File: config.mk
export PLATFORM = sky130hd
export DESIGN_NAME = ctrl_line_master
export DESIGN_NICKNAME = d
export VERILOG_FILES = /design/src/rtl/ctrl_line_master.sv
export SDC_FILE = /design/constraint.sdc
export NUM_CORES = 1
export LEC_CHECK = 0
export CAP_MARGIN = 20
export CORE_ASPECT_RATIO = 1.4
export CORE_UTILIZATION = 60
export DETAILED_ROUTE_END_ITERATION = 7
export PLACE_DENSITY = 0.81
export SLEW_MARGIN = 15
export SYNTH_ARGS = -nofsm -noshare
export SYNTH_HDL_FRONTEND = slang
export SYNTH_SLANG_ARGS = --single-unit
File: constraint.sdc
create_clock -name clk -period 6 [get_ports clk]
set_input_delay 1.2 -clock clk [delete_from_list [all_inputs] [get_ports clk]]
set_output_delay 1.2 -clock clk [all_outputs]
set_load 0.02 [all_outputs]
File: src/rtl/ctrl_line_master.sv
// Half-duplex serial master for one transceiver channel: frames command bytes out on ctrl_d,
// turns the bus around and receives response bytes. CTRL_LINE_RX_MAJORITY_EN enables 2-of-3 bit voting.
module ctrl_line_master #(
    parameter int G_BIT_CYCLES  = 4,
    parameter int G_TURN_CYCLES = 8,
    parameter int G_TIMEOUT     = 1023
) (
    input  logic       clk,
    input  logic       rst_n,
    input  logic [7:0] tx_data,
    input  logic       tx_valid,
    input  logic       tx_last,
    input  logic [3:0] rx_expect,
    output logic       tx_ready,
    output logic [7:0] rx_data,
    output logic       rx_valid,
    output logic       rx_err,
    output logic       timeout,
    output logic       busy,
    output logic       ctrl_d,
    output logic       ctrl_de,
    output logic       ctrl_ren,
    input  logic       ctrl_r
);

    localparam logic [2:0] S_IDLE    = 3'd0;
    localparam logic [2:0] S_TX      = 3'd1;
    localparam logic [2:0] S_TX_HOLD = 3'd2;
    localparam logic [2:0] S_TURN_RX = 3'd3;
    localparam logic [2:0] S_RX_WAIT = 3'd4;
    localparam logic [2:0] S_RX      = 3'd5;
    localparam logic [2:0] S_TURN_TX = 3'd6;

    localparam int TURN_W = $clog2(G_TURN_CYCLES + 1);
    localparam int TOUT_W = $clog2(G_TIMEOUT + 1);
    localparam logic [7:0]        BIT_LAST  = 8'(G_BIT_CYCLES - 1);
    localparam logic [7:0]        MID       = 8'(G_BIT_CYCLES / 2);
    localparam logic [7:0]        MID_P1    = 8'(G_BIT_CYCLES / 2 + 1);
    localparam logic [TURN_W-1:0] TURN_LAST = TURN_W'(G_TURN_CYCLES - 1);
    localparam logic [TURN_W-1:0] TURN_ONE  = TURN_W'(1);
    localparam logic [TOUT_W-1:0] TOUT_LAST = TOUT_W'(G_TIMEOUT - 1);
    localparam logic [TOUT_W-1:0] TOUT_ONE  = TOUT_W'(1);
`ifdef CTRL_LINE_RX_MAJORITY_EN
    localparam logic [7:0]        MID_M1    = 8'(G_BIT_CYCLES / 2 - 1);
`endif

    logic [2:0]        state_r;
    logic [7:0]        tx_shreg_r;
    logic [3:0]        tx_bit_r;     // 10 marks the final stop-bit cycle on the line
    logic [7:0]        tx_cyc_r;
    logic              last_r;
    logic [3:0]        rx_exp_r;
    logic [3:0]        rem_r;
    logic [TURN_W-1:0] turn_cnt_r;
    logic [TOUT_W-1:0] tout_cnt_r;
    logic [3:0]        rx_bit_r;
    logic [7:0]        rx_cyc_r;
    logic [7:0]        rx_shreg_r;
    logic              s_mid_r;
`ifdef CTRL_LINE_RX_MAJORITY_EN
    logic              s_m1_r;
`endif
    logic              sync1_r;
    logic              sync2_r;
    logic              tx_ready_r;
    logic              ctrl_d_r;
    logic              ctrl_de_r;
    logic              ctrl_ren_r;
    logic              busy_r;
    logic [7:0]        rx_data_r;
    logic              rx_valid_r;
    logic              rx_err_r;
    logic              timeout_r;
    logic              accept_s;
    logic              rx_vote_s;

    function automatic logic frame_bit(input logic [3:0] idx, input logic data_lsb);
        logic b;
        if (idx == 4'd0) begin
            b = 1'b0;
        end else if (idx <= 4'd8) begin
            b = data_lsb;
        end else begin
            b = 1'b1;
        end
        return b;
    endfunction

    assign accept_s = tx_valid & tx_ready_r;

    // Received bit decision, resolved in the mid+1 cycle of each bit
    always_comb begin
        rx_vote_s = 1'b1;
`ifdef CTRL_LINE_RX_MAJORITY_EN
        rx_vote_s = (s_m1_r & s_mid_r) | (s_m1_r & sync2_r) | (s_mid_r & sync2_r);
`else
        rx_vote_s = s_mid_r;
`endif
    end

    // Two-flop synchroniser for the asynchronous receiver output
    always_ff @(posedge clk or negedge rst_n) begin
        if (!rst_n) begin
            sync1_r <= 1'b1;
            sync2_r <= 1'b1;
        end else begin
            sync1_r <= ctrl_r;
            sync2_r <= sync1_r;
        end
    end

    // Main controller: state, counters and all registered outputs
    always_ff @(posedge clk or negedge rst_n) begin
        if (!rst_n) begin
            state_r    <= S_IDLE;
            tx_shreg_r <= 8'd0;
            tx_bit_r   <= 4'd0;
            tx_cyc_r   <= 8'd0;
            last_r     <= 1'b0;
            rx_exp_r   <= 4'd0;
            rem_r      <= 4'd0;
            turn_cnt_r <= '0;
            tout_cnt_r <= '0;
            rx_bit_r   <= 4'd0;
            rx_cyc_r   <= 8'd0;
            rx_shreg_r <= 8'd0;
            s_mid_r    <= 1'b1;
`ifdef CTRL_LINE_RX_MAJORITY_EN
            s_m1_r     <= 1'b1;
`endif
            tx_ready_r <= 1'b0;
            ctrl_d_r   <= 1'b1;
            ctrl_de_r  <= 1'b1;
            ctrl_ren_r <= 1'b1;
            busy_r     <= 1'b0;
            rx_data_r  <= 8'd0;
            rx_valid_r <= 1'b0;
            rx_err_r   <= 1'b0;
            timeout_r  <= 1'b0;
        end else begin
            rx_valid_r <= 1'b0;
            rx_err_r   <= 1'b0;
            timeout_r  <= 1'b0;
            case (state_r)
                S_IDLE, S_TX_HOLD: begin
                    ctrl_d_r   <= 1'b1;
                    ctrl_de_r  <= 1'b1;
                    ctrl_ren_r <= 1'b1;
                    if (accept_s) begin
                        tx_shreg_r <= tx_data;
                        last_r     <= tx_last;
                        rx_exp_r   <= rx_expect;
                        tx_bit_r   <= 4'd0;
                        tx_cyc_r   <= 8'd0;
                        tx_ready_r <= 1'b0;
                        busy_r     <= 1'b1;
                        state_r    <= S_TX;
                    end else begin
                        tx_ready_r <= 1'b1;
                        busy_r     <= (state_r != S_IDLE);
                    end
                end
                S_TX: begin
                    if (tx_bit_r == 4'd10) begin
                        if (!last_r && accept_s) begin
                            // Back-to-back: the next start bit follows with no gap
                            tx_shreg_r <= tx_data;
                            last_r     <= tx_last;
                            rx_exp_r   <= rx_expect;
                            ctrl_d_r   <= 1'b0;
                            tx_bit_r   <= 4'd0;
                            tx_cyc_r   <= 8'd1;
                            tx_ready_r <= 1'b0;
                        end else if (!last_r) begin
                            ctrl_d_r <= 1'b1;
                            state_r  <= S_TX_HOLD;
                        end else if (rx_exp_r == 4'd0) begin
                            tx_ready_r <= 1'b1;
                            busy_r     <= 1'b0;
                            state_r    <= S_IDLE;
                        end else begin
                            ctrl_de_r  <= 1'b0;
                            turn_cnt_r <= '0;
                            rem_r      <= rx_exp_r;
                            state_r    <= S_TURN_RX;
                        end
                    end else begin
                        ctrl_d_r <= frame_bit(tx_bit_r, tx_shreg_r[0]);
                        if (tx_cyc_r == BIT_LAST) begin
                            tx_cyc_r <= 8'd0;
                            tx_bit_r <= tx_bit_r + 4'd1;
                            if (tx_bit_r >= 4'd1 && tx_bit_r <= 4'd8) begin
                                tx_shreg_r <= {1'b1, tx_shreg_r[7:1]};
                            end
                            tx_ready_r <= (tx_bit_r == 4'd9) && !last_r;
                        end else begin
                            tx_cyc_r <= tx_cyc_r + 8'd1;
                        end
                    end
                end
                S_TURN_RX: begin
                    if (turn_cnt_r == TURN_LAST) begin
                        ctrl_ren_r <= 1'b0;
                        tout_cnt_r <= '0;
                        state_r    <= S_RX_WAIT;
                    end else begin
                        turn_cnt_r <= turn_cnt_r + TURN_ONE;
                    end
                end
                S_RX_WAIT: begin
                    if (!sync2_r) begin
                        rx_bit_r <= 4'd0;
                        rx_cyc_r <= 8'd1;
                        state_r  <= S_RX;
                    end else if (tout_cnt_r == TOUT_LAST) begin
                        timeout_r  <= 1'b1;
                        ctrl_ren_r <= 1'b1;
                        turn_cnt_r <= '0;
                        state_r    <= S_TURN_TX;
                    end else begin
                        tout_cnt_r <= tout_cnt_r + TOUT_ONE;
                    end
                end
                S_RX: begin
`ifdef CTRL_LINE_RX_MAJORITY_EN
                    if (rx_cyc_r == MID_M1) s_m1_r <= sync2_r;
`endif
                    if (rx_cyc_r == MID) s_mid_r <= sync2_r;
                    if (rx_cyc_r == BIT_LAST) begin
                        rx_cyc_r <= 8'd0;
                        rx_bit_r <= rx_bit_r + 4'd1;
                    end else begin
                        rx_cyc_r <= rx_cyc_r + 8'd1;
                    end
                    if (rx_cyc_r == MID_P1) begin
                        if (rx_bit_r == 4'd0) begin
                            if (rx_vote_s) state_r <= S_RX_WAIT;
                        end else if (rx_bit_r <= 4'd8) begin
                            rx_shreg_r <= {rx_vote_s, rx_shreg_r[7:1]};
                        end else begin
                            rx_data_r  <= rx_shreg_r;
                            rx_valid_r <= rx_vote_s;
                            rx_err_r   <= !rx_vote_s;
                            rem_r      <= rem_r - 4'd1;
                            if (rem_r == 4'd1) begin
                                ctrl_ren_r <= 1'b1;
                                turn_cnt_r <= '0;
                                state_r    <= S_TURN_TX;
                            end else begin
                                tout_cnt_r <= '0;
                                state_r    <= S_RX_WAIT;
                            end
                        end
                    end
                end
                S_TURN_TX: begin
                    if (turn_cnt_r == TURN_LAST) begin
                        ctrl_de_r  <= 1'b1;
                        ctrl_d_r   <= 1'b1;
                        tx_ready_r <= 1'b1;
                        busy_r     <= 1'b0;
                        state_r    <= S_IDLE;
                    end else begin
                        turn_cnt_r <= turn_cnt_r + TURN_ONE;
                    end
                end
                default: begin
                    ctrl_d_r   <= 1'b1;
                    ctrl_de_r  <= 1'b1;
                    ctrl_ren_r <= 1'b1;
                    tx_ready_r <= 1'b0;
                    busy_r     <= 1'b0;
                    state_r    <= S_IDLE;
                end
            endcase
        end
    end

    assign tx_ready = tx_ready_r;
    assign rx_data  = rx_data_r;
    assign rx_valid = rx_valid_r;
    assign rx_err   = rx_err_r;
    assign timeout  = timeout_r;
    assign busy     = busy_r;
    assign ctrl_d   = ctrl_d_r;
    assign ctrl_de  = ctrl_de_r;
    assign ctrl_ren = ctrl_ren_r;

endmodule

# Yosys cells after proc, flatten, opt, wreduce, memory -nomap -nowiden
# Cells that the tools add are included.
# totals
mem_bits_rw	0
word_cells	235
output_inout_bits	16
memories	0
latch_bits	0
inputBits	17
rom_bits	0
reg_bits	85
# op_classes
n_div	0
n_addsub	7
eq_ne	42
order_cmp	3
shifts	0
mul	0
reduce_logical	37
bitwise	5
mux	117
# op_table
operator	count
4-bit two-way mux	27
8-bit two-way mux	11
10-bit two-way mux	7
8-bit one-hot mux with 2 select lines	3
1-bit two-way mux	42
2-bit inequality test, second input constant	19
3-bit two-way mux	11
4-bit one-hot mux with 2 select lines	4
10-bit one-hot mux with 3 select lines	1
8-bit by 2-bit == test with 1-bit output, second input constant	3
8-bit AND reduction	3
3-bit inequality test, second input constant	6
3-bit one-hot mux with 6 select lines	1
8-bit by 1-bit adder with 8-bit output, second input constant	2
4-bit one-hot mux with 4 select lines	1
4-bit AND reduction	4
4-bit by 1-bit adder with 4-bit output, second input constant	3
4-bit logical NOT	3
4-bit inequality test, second input constant	3
1-bit one-hot mux with 4 select lines	3
12-bit AND reduction	1
6-bit AND reduction	2
10-bit by 1-bit adder with 10-bit output, second input constant	1
10-bit == test, second input constant	1
other kinds (26)	49

# Logic depth before layout (Yosys ltp)
# Gate-level depths: netlist of the first run.
# logic_depth
depth_word	6
depth_mapped	7
depth_no_buf	7

# Worst setup path before layout of the first run
# Ideal clock, no wire load.
# synth_path
path_kind	input to register
startpoint	input port tx_valid
endpoint	register tx_shreg_r[0]
setup_slack_ns	3.749
t_required_ns	5.870
arrival_time_ns	2.121
cell_stages	6
path_cell_list	nand3b_4 > a211o_2 > a21boi_2 > buf_2 > nand2_1 > o21ai_0
# synth_between
elab_chain_cells	4
elab_cells_between_ends	5
cone_classes	2 x eq/ne; 1 x bitwise; 2 x reduce/logical
# synth_rtl
element	line_no	source
start, declared	11	input logic tx_valid,
1-bit bitwise AND (*)	89	assign accept_s = tx_valid & tx_ready_r;
1-bit logical AND	165	if (!last_r && accept_s) begin
3-bit inequality test (no source line)	--	
5-bit AND reduction (no source line) (*)	--	
end signal, assigned	150	tx_shreg_r <= tx_data;
end signal, assigned	167	tx_shreg_r <= tx_data;
end signal, assigned	193	tx_shreg_r <= {1'b1, tx_shreg_r[7:1]};
end, declared	48	logic [7:0] tx_shreg_r;
# Mark *: on every way between the ends. The rest lies on a longest branch, timed or not.
# A chain may end at the register's enable or synchronous reset.

# Worst setup path after layout of the first run
# layout_path
startpoint	register state_r[2]
endpoint	register rx_shreg_r[6]
# layout_between
elab_chain_cells	2
# layout_rtl
element	line_no	source
start, declared	47	logic [2:0] state_r;
start signal, assigned	115	state_r <= S_IDLE;
start signal, assigned	157	state_r <= S_TX;
start signal, assigned	176	state_r <= S_TX_HOLD;
3-bit == test	144	case (state_r)
4-bit AND reduction (no source line)	--	
end signal, assigned	239	rx_shreg_r <= {rx_vote_s, rx_shreg_r[7:1]};
end, declared	58	logic [7:0] rx_shreg_r;
# No other way between the ends.

==> results by stage, run 1 <==
Run status:
- The flow ran to the end, and the final reports show no timing, DRC or antenna violations.

Worst hold path:
- The capture endpoint of the worst hold path is sync2_r.
- The worst hold path passes through 0 cells.
- In this run the most critical hold path is launched from sync1_r.
- The path class of the tightest hold or removal check is flip-flop to flip-flop.

Layout:
- The area of all placed cells without fillers is 5159 µm².
- The number of diodes added for antenna fixing is 0.
- The layout has 578 filler cells.
- After the last flow step, the layout net total stands at 514.
- Leaving out filler cells and counting taps, the final layout contains 589.
- In the final layout, the share of cells above drive strength 1 is 14.02%.
- The layout overhead on the synthesized area is 11.67%.

Global routing:
- After global routing, the most crowded layer is met2.
- Global routing used 24.84% of the available tracks.
- After global routing the overflow that remains totals 0.
- The initial antenna violation count is 0.
- The via count of the first global-routing pass was 3465.
- Global routing used 2.771% of the available met3 tracks.
- The first global-routing pass estimated 15970 µm of wire.
- The routing usage on met1 is 31.51%.
- The global routing met2 resource utilization is 42.34%.
- The largest net degree at the start of global routing is 86.

Flow run:
- The number of maximum-capacitance constraint violations is 0.

Clocking:
- The longest clock path from root to sink contains 2 buffers.
- The H-tree was split into 3 levels.
- TritonCTS created 9 clock buffers.
- The number of resized instances in the post-cts repair step is 0.
- TritonCTS built the clock tree.
- Clock-pin slew was measured on the worst setup and hold paths at 0.09 ns.
- The source-to-sink clock delay at the later pin of the worst-skew pair is 0.37 ns.
- The post-CTS setup buffer count is 0.
- The clock net in this run drives a total of 85 sinks.
- The post-cts hold buffer count is 0.
- The clock root buffer is sky130_fd_sc_hd__clkbuf_8.

Worst setup path:
- For this run, the slowest stage of the critical path takes 0.86 ns.
- The buffering stage count on the worst path with inverters included is 0.
- STA puts the critical path data arrival time at 2.98 ns.
- For the worst setup path, the data required time is 6.23 ns.
- STA classifies the critical path startpoint as a flip-flop.
- The critical path is of the flip-flop to flip-flop type.
- The peak fanout along the critical path is 23.
- For this design, the slowest cell found on the critical path is sky130_fd_sc_hd__dfrtp_1.
- STA classifies the critical path endpoint as a flip-flop.
- The number of cells on the worst reg-to-reg path is 4.
- The end of the worst register-to-register path is rx_shreg_r[6].
- The critical path goes through and3b_1 > nand4_2 > or3_1 > mux2_4.
- The worst-case register-to-register setup slack is 3.25 ns.
- The dominant delay contributor by cell family on the critical path is simple AND/OR/NAND/NOR gates.
- The worst register-to-register path begins at state_r[2].

Pwr:
- The net switching share of the total power is 38.16%.
- Summed over all nets, the switching power comes to 0.7168 mW.
- The relative contribution of the clock network to total power is 21.7%.
- Summing internal, switching and leakage power gives 1.878 mW.
- The design internal power is 1.162 mW.
- The maximum vdd drop is 250.7 µV.
- The share of total power dissipated in sequential elements is 45.7%.
- Dividing total power by cell area gives a power density of 364.1 nW/µm².
- In this run the static leakage power is 2.222 nW.
- Combinational logic burns 32.7% of the power.

Die:
- Measured along the x axis, the die boundary spans 76.16 µm.
- 33 I/O pins were placed.
- The y dimension of the die is 105.8 µm.
- Once the floorplan was initialized, standard cells occupied 62.36% of the core.
- The floorplan has 37 rows.
- The die covers 8059 µm².
- The core region is 7407 µm².

STA:
- Setup violations remaining at the end of the flow were counted as 0.
- After layout, the worst path uses 45.83% of the clock period.
- The number of max-slew violations in the final report was 0.
- Timing would allow up to 363.7 MHz.
- Setup repair after global routing left no endpoint under its margin.
- The worst pin sits at a relative slew slack of 48.26%.
- Setup total negative slack on the finished layout was measured at 0 ns.
- The final worst clock skew is 0.02298 ns.
- The count of final hold-check violations is 0.
- The measured slew at the worst slew-check pin is 0.7761 ns.
- The clock period could shrink to 2.750 ns.
- The worst hold-check slack is 0.3572 ns.

Placement:
- The count of input and output buffers is 32.
- The cell count after placement is 572.
- The placed instances occupy a cell area of 4942 µm².
- Summed over all nets, the half-perimeter wirelength after detailed placement is 6514 µm.
- Routability-driven placement finished with a final weighted congestion of 0.9346.

Detailed routing:
- The detailed router placed 3578 vias in this run.
- The first detailed-routing pass took 4 iterations.
- The first routing iteration left 262 violations.
- After detailed routing, the average wire length per cell comes to 15.81 µm.
- In the routed design, unresolved DRC markers number 0.
- The final layout contains routed wiring with a total length of 9311 µm.
- The detail route stage leaves a number of antenna-violating nets equal to 0.
- The average via count per standard cell is 6.075.

Yosys:
- The area share of the largest cell type after synthesis is 42.80%.
- The synthesized netlist contains 72 unique library cells.
- The synthesized instance count is 465.
- Of all flip-flops after synthesis, the portion carrying an async set or reset was 100.0%.
- In the synthesized netlist the dominant register cell turns out to be sky130_fd_sc_hd__dfrtp_1.
- The post-synthesis instance area is 4619 µm².
- The number of nets produced by synthesis is 492.
- A synthesized cell averages 9.934 µm².
- The synthesized design contains 85 register bits.
- The synthesized design contains 0 enable-type register cells.
- The total of warnings raised by yosys is 0.
- After synthesis, the cell types taking the most area are sky130_fd_sc_hd__dfrtp_1, sky130_fd_sc_hd__o21ai_0, sky130_fd_sc_hd__mux2_2.
- The sequential cell area fraction in the yosys report is 46.21%.
- The cell accounting for the most synthesized area is sky130_fd_sc_hd__dfrtp_1.
==> layout make-up <==
| class | count | area, µm² | area share (%) |
|---|---|---|---|
| inverters | 16 | 60.06 | 1.164 |
| well taps | 97 | 121.4 | 2.353 |
| clock inverters | 7 | 72.57 | 1.407 |
| flip-flops and latches | 85 | 2135 | 41.38 |
| multi-input cells | 342 | 2308 | 44.75 |
| repair buffers | 33 | 337.8 | 6.549 |
| clock buffers | 9 | 123.9 | 2.401 |
==> power by group through the flow <==
stage | Combinational (mW) | Clock, mW | Sequential, mW
global route | 0.688 | 0.437 | 0.878
floorplan | 0.537 | 0 | 0.784
global placement | 0.590 | 0 | 0.858
finish | 0.613 | 0.407 | 0.858
CTS | 0.614 | 0.413 | 0.853
detailed placement | 0.610 | 0 | 0.863
==> cells in the final DEF (no fill, tap or decap), types with 3 or more instances in the layout <==
master                            instances
sky130_fd_sc_hd__nor3b_1                  3
sky130_fd_sc_hd__nor2_1                  26
sky130_fd_sc_hd__nand3_1                 22
sky130_fd_sc_hd__mux2_2                  17
sky130_fd_sc_hd__nor3_1                  13
sky130_fd_sc_hd__inv_1                   16
sky130_fd_sc_hd__or3_1                    3
sky130_fd_sc_hd__ha_1                    10
sky130_fd_sc_hd__clkbuf_8                 9
sky130_fd_sc_hd__mux2i_1                  8
sky130_fd_sc_hd__clkdlybuf4s50_1         31
sky130_fd_sc_hd__xnor2_1                  3
sky130_fd_sc_hd__o31ai_1                  3
sky130_fd_sc_hd__dfstp_2                  6
sky130_fd_sc_hd__and2_1                   4
sky130_fd_sc_hd__nand2_1                 42
sky130_fd_sc_hd__nor2b_1                  6
sky130_fd_sc_hd__and3_1                   3
sky130_fd_sc_hd__nand4_1                 12
sky130_fd_sc_hd__nand2b_1                 8
sky130_fd_sc_hd__dfrtp_1                 79
sky130_fd_sc_hd__xor2_1                   9
sky130_fd_sc_hd__a21oi_1                 24
sky130_fd_sc_hd__mux2_4                   8
sky130_fd_sc_hd__o22ai_1                  4
sky130_fd_sc_hd__o21ai_0                 39
sky130_fd_sc_hd__o21ai_1                  3
sky130_fd_sc_hd__a31oi_1                 20
==> through the flow <==
stage                     setup WS [ns]  utilization, %
after detailed placement          3.088           66.72
after global placement            3.145           66.72
final                             3.250           69.65
after global routing              3.035           69.65
after CTS                         3.248           69.38
after floorplan                   3.749               -
==> synth_stat cells (4+ instances only) <==
| master | count |
|---|---|
| sky130_fd_sc_hd__ha_1 | 10 |
| sky130_fd_sc_hd__mux2_2 | 17 |
| sky130_fd_sc_hd__o21ai_0 | 39 |
| sky130_fd_sc_hd__nand2b_1 | 8 |
| sky130_fd_sc_hd__xor2_1 | 9 |
| sky130_fd_sc_hd__nand2_1 | 42 |
| sky130_fd_sc_hd__clkbuf_1 | 7 |
| sky130_fd_sc_hd__nor2b_1 | 6 |
| sky130_fd_sc_hd__o22ai_1 | 4 |
| sky130_fd_sc_hd__inv_1 | 16 |
| sky130_fd_sc_hd__a31oi_1 | 20 |
| sky130_fd_sc_hd__dfrtp_1 | 79 |
| sky130_fd_sc_hd__mux2_4 | 8 |
| sky130_fd_sc_hd__nor3_1 | 13 |
| sky130_fd_sc_hd__a21oi_1 | 24 |
| sky130_fd_sc_hd__and2_1 | 4 |
| sky130_fd_sc_hd__mux2i_1 | 8 |
| sky130_fd_sc_hd__dfstp_2 | 6 |
| sky130_fd_sc_hd__nand4_1 | 12 |
| sky130_fd_sc_hd__buf_2 | 12 |
| sky130_fd_sc_hd__nor2_1 | 26 |
| sky130_fd_sc_hd__nand3_1 | 22 |
==> registers in the layout (all words and copies together) (netlist names), 3 cells and up <==
signal	flops
state_r	3
tx_shreg_r	8
rem_r	4
turn_cnt_r	4
rx_exp_r	4
tx_bit_r	4
tx_cyc_r	8
tout_cnt_r	10
rx_data	8
rx_cyc_r	8
rx_shreg_r	8
rx_bit_r	4
==> worst max-delay path by stage <==
stage / start / end / slack, ns / cells after the start
after detailed placement: tx_valid / tx_shreg_r[6] / 3.09 / 6
final: state_r[2] / rx_shreg_r[6] / 3.25 / 4
after CTS: state_r[2] / rx_shreg_r[6] / 3.25 / 4
after global routing: state_r[2] / rx_shreg_r[6] / 3.03 / 4
after global placement: tx_valid / tx_shreg_r[0] / 3.15 / 6
after floorplan: tx_valid / tx_shreg_r[0] / 3.75 / 6
==> worst reg2reg max path, cell delays in order, from the launching register on <==
cell,delay (ns)
sky130_fd_sc_hd__dfrtp_1,0.86
sky130_fd_sc_hd__and3b_1,0.55
sky130_fd_sc_hd__nand4_2,0.25
sky130_fd_sc_hd__or3_1,0.59
sky130_fd_sc_hd__mux2_4,0.38
==> kinds of logic (layout without fill, tap and decap cells) <==
logic type / Yosys count / in the layout / synth area share [%]
adders and majority gates: 10 / 10 / 2.709
buffers and inverters: 38 / 65 / 3.819
xor gates and xnor gates: 12 / 12 / 2.275
AOI/OAI and AO/OA: 119 / 119 / 16.17
and+or+nand+nor: 167 / 167 / 20.10
muxes: 34 / 34 / 8.722
DFF: 85 / 85 / 46.21
==> routing by layer <==
metal / part of all wire [%] / routed length (µm)
met5: 0 / 0
met3: 2.9 / 271
met1: 45 / 4149
met2: 51 / 4716
met4: 1.9 / 173
Power figures use the tool's default switching activity.
==> run 2: changes to the inputs <==
--- a/config.mk
+++ b/config.mk
@@ -7,9 +7,9 @@
 export LEC_CHECK = 0
 export CAP_MARGIN = 20
 export CORE_ASPECT_RATIO = 1.4
-export CORE_UTILIZATION = 60
+export CORE_UTILIZATION = 53
 export DETAILED_ROUTE_END_ITERATION = 7
-export PLACE_DENSITY = 0.81
+export PLACE_DENSITY = 0.76
 export SLEW_MARGIN = 15
 export SYNTH_ARGS = -nofsm -noshare
 export SYNTH_HDL_FRONTEND = slang
==> constraint.sdc (replaced) <==
create_clock -name clk -period 2.38 [get_ports clk]
set_input_delay 0.476 -clock clk [delete_from_list [all_inputs] [get_ports clk]]
set_output_delay 0.476 -clock clk [all_outputs]
set_load 0.02 [all_outputs]
==> results by stage, run 2 (synthesis results as in run 1) <==
Detailed routing:
- The average via count per standard cell came to 6.100 (+0.42%).
- The number of DRC markers after the initial detailed-route iteration is 267 (+1.9%).
- The routed wire length per instance is 16.58 µm (+4.9%).
- The number of design rule violations left after detail routing is 0 (unchanged).
- The first-pass iteration count of the detailed router is 7 (+3).
- The aggregate routed wire length is 10110 µm (+8.6%).
- The number of vias after detailed routing is 3721 (+4.0%).
- The residual antenna-violating net count after detailed routing is 0 (unchanged).

STA:
- The count of final hold-check violations is 0 (unchanged).
- The measured slew at the worst slew-check pin is 0.5327 ns (-0.2434 ns).
- The share of the clock period used by the worst path after layout came to 90.67% (+45 points).
- The number of max-slew violations in the final report is 0 (unchanged).
- The highest clock frequency the design can meet came to 463.4 MHz (+27%).
- The setup TNS is 0 ns (unchanged).
- The worst relative slew slack is 64.28% (+16 points).
- Setup repair after global routing left no endpoint under its margin.
- The count of endpoints failing setup in the final report came to 0 (unchanged).
- The final worst clock skew is 0.003715 ns (-0.01927 ns).
- The time the worst path needs with I/O delays and setup came to 2.158 ns (-0.5917 ns).

Global routing:
- The peak-usage layer in the global routing report is met2.
- The global routing usage on met3 was 5.691% (+2.9 points).
- The largest net degree at the start of global routing is 51 (-41%).
- The final global-route overflow total was 0 (unchanged).
- The initial antenna violation count is 0 (unchanged).
- The routing usage on met1 is 29.56% (-2.0 points).
- The wire length of the first global-routing pass was 17370 µm (+8.8%).
- The global routing met2 resource utilization is 42.30% (about the same).
- The via count of the first global-routing pass was 3679 (+6.2%).
- The total track usage is 25.15% (+0.31 points).

Layout:
- The net total in the final layout is 530 (+3.1%).
- Counting flops per register, the top entry is tout_cnt_r.
- The number of diodes added for antenna fixing came to 0 (unchanged).
- The layout filler cell count is 662 (+15%).
- Leaving out fill and tap cells, the most frequent cells in the layout are sky130_fd_sc_hd__dfrtp_1, sky130_fd_sc_hd__nand2_1, sky130_fd_sc_hd__o21ai_0, sky130_fd_sc_hd__clkdlybuf4s50_1, sky130_fd_sc_hd__nor2_1.
- The non-filler instance count after layout was 610 (+3.6%).
- Leaving out fill and tap cells, the most frequent cell in the layout is sky130_fd_sc_hd__dfrtp_1.
- The number of flip-flops under the largest register name was 10 (unchanged).
- The footprint of the multi-input gates was 2308 µm² (unchanged).
- The layout overhead on the synthesized area is 16.60%.
- The sequential standard cell area is 2135 µm² (unchanged).
- The share of final-layout standard cells stronger than drive strength 1 was 15.94% (+1.9 points).

Die:
- The y dimension of the die is 112.5 µm (+6.3%).
- The area of the core is 8295 µm² (+12%).
- The width of the chip is 80.90 µm (+6.2%).
- The starting density of the core is 55.69% (-6.7 points).
- The total die area is 9098 µm² (+13%).
- The total number of placement rows came to 39 (+5.4%).
- The total I/O pin count is 33 (unchanged).

Clocking:
- The clock-pin transition on the worst setup and hold timing paths is 0.06 ns (-0.03 ns).
- The number of sinks on the clock net was 85 (unchanged).
- The post-cts hold buffer count is 0 (unchanged).
- The largest buffer count on any clock path was 2 (unchanged).
- The source-to-sink clock delay at the later pin of the worst-skew pair came to 0.35 ns (-0.02 ns).
- The post-CTS setup buffer count is 0 (unchanged).
- The depth of the CTS H-tree came to 3 (unchanged).
- CTS placed an instance of sky130_fd_sc_hd__clkbuf_16 at the clock tree root.
- The number of resized instances in the post-cts repair step was 0 (unchanged).
- The TritonCTS buffer count is 9 (unchanged).
- The CTS tree is built.

Placement:
- The final weighted congestion in routability-driven placement came to 0.8663 (-7.3%).
- The HPWL after detailed placement came to 7240 µm (+11%).
- The count of input and output buffers is 32 (unchanged).
- The cell count after placement came to 594 (+3.8%).

Pwr:
- The total power of the final layout is 5.275 mW (+180%).
- The relative contribution of the clock network to total power was 26.9% (+5.2 points).
- The net switching share of the total power is 35.71% (-2.5 points).
- The combinational share of power is 33.1% (+0.4 points).
- The switching power is 1.884 mW (+160%).
- The leakage power of the design came to 2.353 nW (+5.9%).
- The maximum vdd drop is 724.5 µV (+190%).
- The sequential share of power came to 40.0% (-5.7 points).
- The design internal power is 3.392 mW (+190%).
- The power per cell area was 979.3 nW/µm² (+170%).

Run status:
- The flow ran to the end, and the final reports show no timing, DRC or antenna violations.

Worst setup path:
- The source of the critical timing path is state_r[2].
- The worst setup path is captured at a flip-flop.
- In this run the critical register-to-register path is launched from state_r[2].
- The arrival time of data at the critical path endpoint is 2.39 ns (-0.59 ns).
- The classification of the worst setup path is flip-flop to flip-flop.
- The required time of the worst setup path is 2.61 ns (-3.62 ns).
- The worst setup path is launched from a flip-flop.
- The peak fanout along the critical path came to 11 (-52%).

Flow run:
- The number of maximum-capacitance constraint violations was 0 (unchanged).

Worst hold path:
- The tightest min-delay check is of the primary input to async pin type.
==> run 2: power groups by stage <==
stage                     clock network [mW]  logic, mW  registers [mW]
after floorplan                            0       1.35            1.98
after global placement                     0       1.68            2.10
after detailed placement                   0       1.75            2.12
after CTS                               1.44       1.76            2.10
after global routing                    1.50       1.96            2.15
final                                   1.42       1.75            2.11
==> run 2: worst paths after layout <==
check                      cells after the start       endpoint  slack, ns
hold / removal                                 1     rx_data[1]       0.08
setup / recovery                               4  rx_shreg_r[3]       0.22
max in group asynchronous                      2        sync2_r       1.61
min in group clk                               0        sync2_r       0.35
setup reg to reg                               4  rx_shreg_r[3]       0.22
hold reg to reg                                0        sync2_r       0.35
==> run 2: critical path, cell delays in order, from the launching register on <==
cell,delay (ns)
sky130_fd_sc_hd__dfrtp_1,0.59
sky130_fd_sc_hd__and3b_1,0.32
sky130_fd_sc_hd__nand4_2,0.19
sky130_fd_sc_hd__or3_1,0.57
sky130_fd_sc_hd__mux2_4,0.38
==> run 2: per-layer routing <==
metal | wire [µm] | vias up
met5 | 0 | -
met4 | 368 | 0
met3 | 354 | 32
met2 | 5232 | 106
met1 | 4155 | 1813
li1 | - | 1770
==> run 2: cell type report <==
type / instances / area share (%)
multi-input combinational: 342 / 42.86
sequential: 85 / 39.63
timing repair buffer: 49 / 8.502
clock buffer: 15 / 4.971
tap: 102 / 2.369
inverter: 16 / 1.115
clock inverter: 1 / 0.5575
==> run 2: metrics by stage <==
stage          hold slack [ns]  utilization [%]  area (µm²)  setup slack, ns
3_3_place_gp            0.3472            61.34        5089           0.2339
3_5_place_dp            0.3473            61.34        5089           0.1787
5_1_grt                 0.1136            64.93        5386          0.06767
2_1_floorplan           0.1804                -        4619           0.5103
4_1_cts                0.09137            64.93        5386           0.2299
6_report               0.08252            64.93        5386           0.2221
==> run 3: changes to the inputs <==
--- a/config.mk
+++ b/config.mk
@@ -7,9 +7,10 @@
 export LEC_CHECK = 0
 export CAP_MARGIN = 20
 export CORE_ASPECT_RATIO = 1.4
+export CORE_MARGIN = 2
 export CORE_UTILIZATION = 53
 export DETAILED_ROUTE_END_ITERATION = 7
-export PLACE_DENSITY = 0.76
+export PLACE_DENSITY = 0.86
 export SLEW_MARGIN = 15
 export SYNTH_ARGS = -nofsm -noshare
 export SYNTH_HDL_FRONTEND = slang
==> results by stage, run 3 (synthesis results as in run 1) <==
STA:
- The measured slew at the worst slew-check pin was 0.5450 ns (+0.01221 ns).
- The count of final hold-check violations was 0 (unchanged).
- The setup TNS came to 0 ns (unchanged).
- The worst hold-check slack is 0.1092 ns (+0.02666 ns).
- The worst relative slew slack came to 63.54% (-0.74 points).
- The count of endpoints failing setup in the final report is 0 (unchanged).
- The share of the clock period used by the worst path after layout is 93.04% (+2.4 points).
- Setup repair after global routing left no endpoint under its margin.
- The final worst clock skew is 0.005598 ns (+0.001883 ns).
- The number of max-slew violations in the final report is 0 (unchanged).
- The time the worst path needs with I/O delays and setup is 2.214 ns (+0.05648 ns).
- The highest clock frequency the design can meet is 451.6 MHz (-2.6%).

Die:
- The total I/O pin count was 33 (unchanged).
- The area of the core is 8508 µm² (+2.6%).
- The width of the chip is 82.90 µm (+2.5%).
- The y dimension of the die is 114.5 µm (+1.8%).
- The total die area is 9489 µm² (+4.3%).
- The total number of placement rows is 40 (+2.6%).
- The starting density of the core was 54.29% (-1.4 points).

Layout:
- The library cell used most frequently in the layout, excluding fill and tap cells, is sky130_fd_sc_hd__dfrtp_1.
- The number of flip-flops under the largest register name is 10 (unchanged).
- Compared with the post-synthesis result, the final layout area differs by 15.60%.
- The share of final-layout standard cells stronger than drive strength 1 is 15.54% (-0.41 points).
- The non-filler instance count after layout was 607 (-0.49%).
- The library cells used most frequently in the layout, excluding fill and tap cells, are sky130_fd_sc_hd__dfrtp_1, sky130_fd_sc_hd__nand2_1, sky130_fd_sc_hd__o21ai_0, sky130_fd_sc_hd__clkdlybuf4s50_1, sky130_fd_sc_hd__nor2_1.
- The net total in the final layout is 524 (-1.1%).
- The register ranked first by flip-flop count is tout_cnt_r.
- The number of diodes added for antenna fixing is 0 (unchanged).

Clocking:
- The post-cts hold buffer count came to 0 (unchanged).
- The depth of the CTS H-tree came to 3 (unchanged).
- The number of resized instances in the post-cts repair step came to 0 (unchanged).
- TritonCTS built the clock tree.
- The number of sinks on the clock net is 85 (unchanged).
- The post-CTS setup buffer count was 0 (unchanged).
- CTS placed an instance of sky130_fd_sc_hd__clkbuf_16 at the clock tree root.
- The clock-pin transition on the worst setup and hold timing paths is 0.06 ns (about the same).
- The TritonCTS buffer count was 9 (unchanged).
- The source-to-sink clock delay at the later pin of the worst-skew pair is 0.35 ns (about the same).
- The largest buffer count on any clock path is 2 (unchanged).

Worst setup path:
- The source of the critical timing path is state_r[2].
- The worst setup path is launched from a flip-flop.
- The standard cell with the maximum stage delay on the critical path is sky130_fd_sc_hd__dfrtp_1.
- The arrival time of data at the critical path endpoint is 2.47 ns (+0.08 ns).
- On the critical path the largest part of the delay comes from buffers and inverters.
- The critical path depth is 8 (+4).
- The delay of the slowest critical-path stage is 0.48 ns (-0.11 ns).
- The worst-case register-to-register setup slack was 0.17 ns (-0.06 ns).
- In this run the critical register-to-register path is launched from state_r[2].
- The critical path ends at tx_bit_r[2].
- The buffering stage count on the worst path with inverters included came to 3 (+3).
- Counting stages on the worst path, the most repeated cell is sky130_fd_sc_hd__buf_4.
- The classification of the worst setup path is flip-flop to flip-flop.
- The required time of the worst setup path was 2.64 ns (+0.03 ns).
- The endpoint type of the worst setup path is a flip-flop.
- The cell count of the worst reg-to-reg path is 8 (+4).
- Walking the worst path, the cells encountered are buf_4 > nor3b_4 > buf_4 > nand2_1 > buf_4 > a21oi_1 > o21ai_0 > o21ai_1.
- The peak fanout along the critical path is 11 (unchanged).
- The end of the worst register-to-register path is tx_bit_r[2].

Global routing:
- The total track usage is 22.68% (-2.5 points).
- The wire length of the first global-routing pass is 17530 µm (+0.87%).
- The final global-route overflow total is 0 (unchanged).
- The initial antenna violation count is 0 (unchanged).
- The via count of the first global-routing pass came to 3737 (+1.6%).
- The largest net degree at the start of global routing is 47 (-7.8%).

Worst hold path:
- The worst hold path belongs to the class primary input to async pin.

Detailed routing:
- The residual antenna-violating net count after detailed routing is 0 (unchanged).
- The number of DRC markers after the initial detailed-route iteration is 390 (+46%).
- The aggregate routed wire length is 10250 µm (+1.4%).
- The routed wire length per instance is 16.89 µm (+1.9%).
- The number of vias after detailed routing is 3758 (+0.99%).
- The number of design rule violations left after detail routing is 0 (unchanged).
- The average via count per standard cell came to 6.191 (+1.5%).
- The first-pass iteration count of the detailed router is 5 (-2).

Pwr:
- The maximum vdd drop is 693.6 µV (-4.3%).
- The total power of the final layout came to 5.244 mW (-0.58%).
- The power per cell area is 982.1 nW/µm² (+0.28%).
- The leakage power of the design came to 2.315 nW (-1.6%).

Placement:
- The HPWL after detailed placement is 7393 µm (+2.1%).
- The cell count after placement was 591 (-0.51%).
- The final weighted congestion in routability-driven placement came to 0.8995 (+3.8%).
- The count of input and output buffers is 32 (unchanged).

Run status:
- The run finished with clean final reports.

Flow run:
- The number of maximum-capacitance constraint violations is 0 (unchanged).
==> run 3: worst min-delay path by stage <==
stage	slack (ns)	endpoint	startpoint
floorplan	0.18	busy	rst_n
global placement	0.35	sync2_r	sync1_r
detailed placement	0.35	sync2_r	sync1_r
CTS	0.13	tout_cnt_r[2]	rst_n
global route	0.15	tout_cnt_r[4]	rst_n
finish	0.11	tout_cnt_r[2]	rst_n
==> run 3: metal layers <==
layer  vias to the layer above  part of all wire [%]  wire, µm  track usage [%]
met5                         -                     0         0                0
met4                         0                   2.3       240            8.962
met3                        27                   4.7       483            4.831
met2                       127                    53      5434            41.24
met1                      1838                    40      4095            26.02
li1                       1766                     -         -                -
==> run 3: cell type report <==
class	instances	area (µm²)
Tap cell	105	131.4
Inverter	16	60.06
Sequential cell	85	2135
Fill cell	630	3168
Timing Repair Buffer	43	412.9
Multi-Input combinational cell	342	2308
Clock inverter	6	63.81
Clock buffer	10	229.0
==> run 3: power by group <==
group          internal (mW)  switching, mW  leakage (nW)
registers               1.74          0.357          1.12
clock network          0.811          0.571         0.138
logic                  0.767          0.997          1.06
==> run 3: metrics by stage <==
step,util (%),instance area (µm²),setup WS [ns]
floorplan,-,4619,0.5103
global placement,59.32,5047,0.2721
detailed placement,59.32,5047,0.2053
CTS,62.76,5340,0.1896
global route,62.76,5340,0.05060
finish,62.76,5340,0.1657
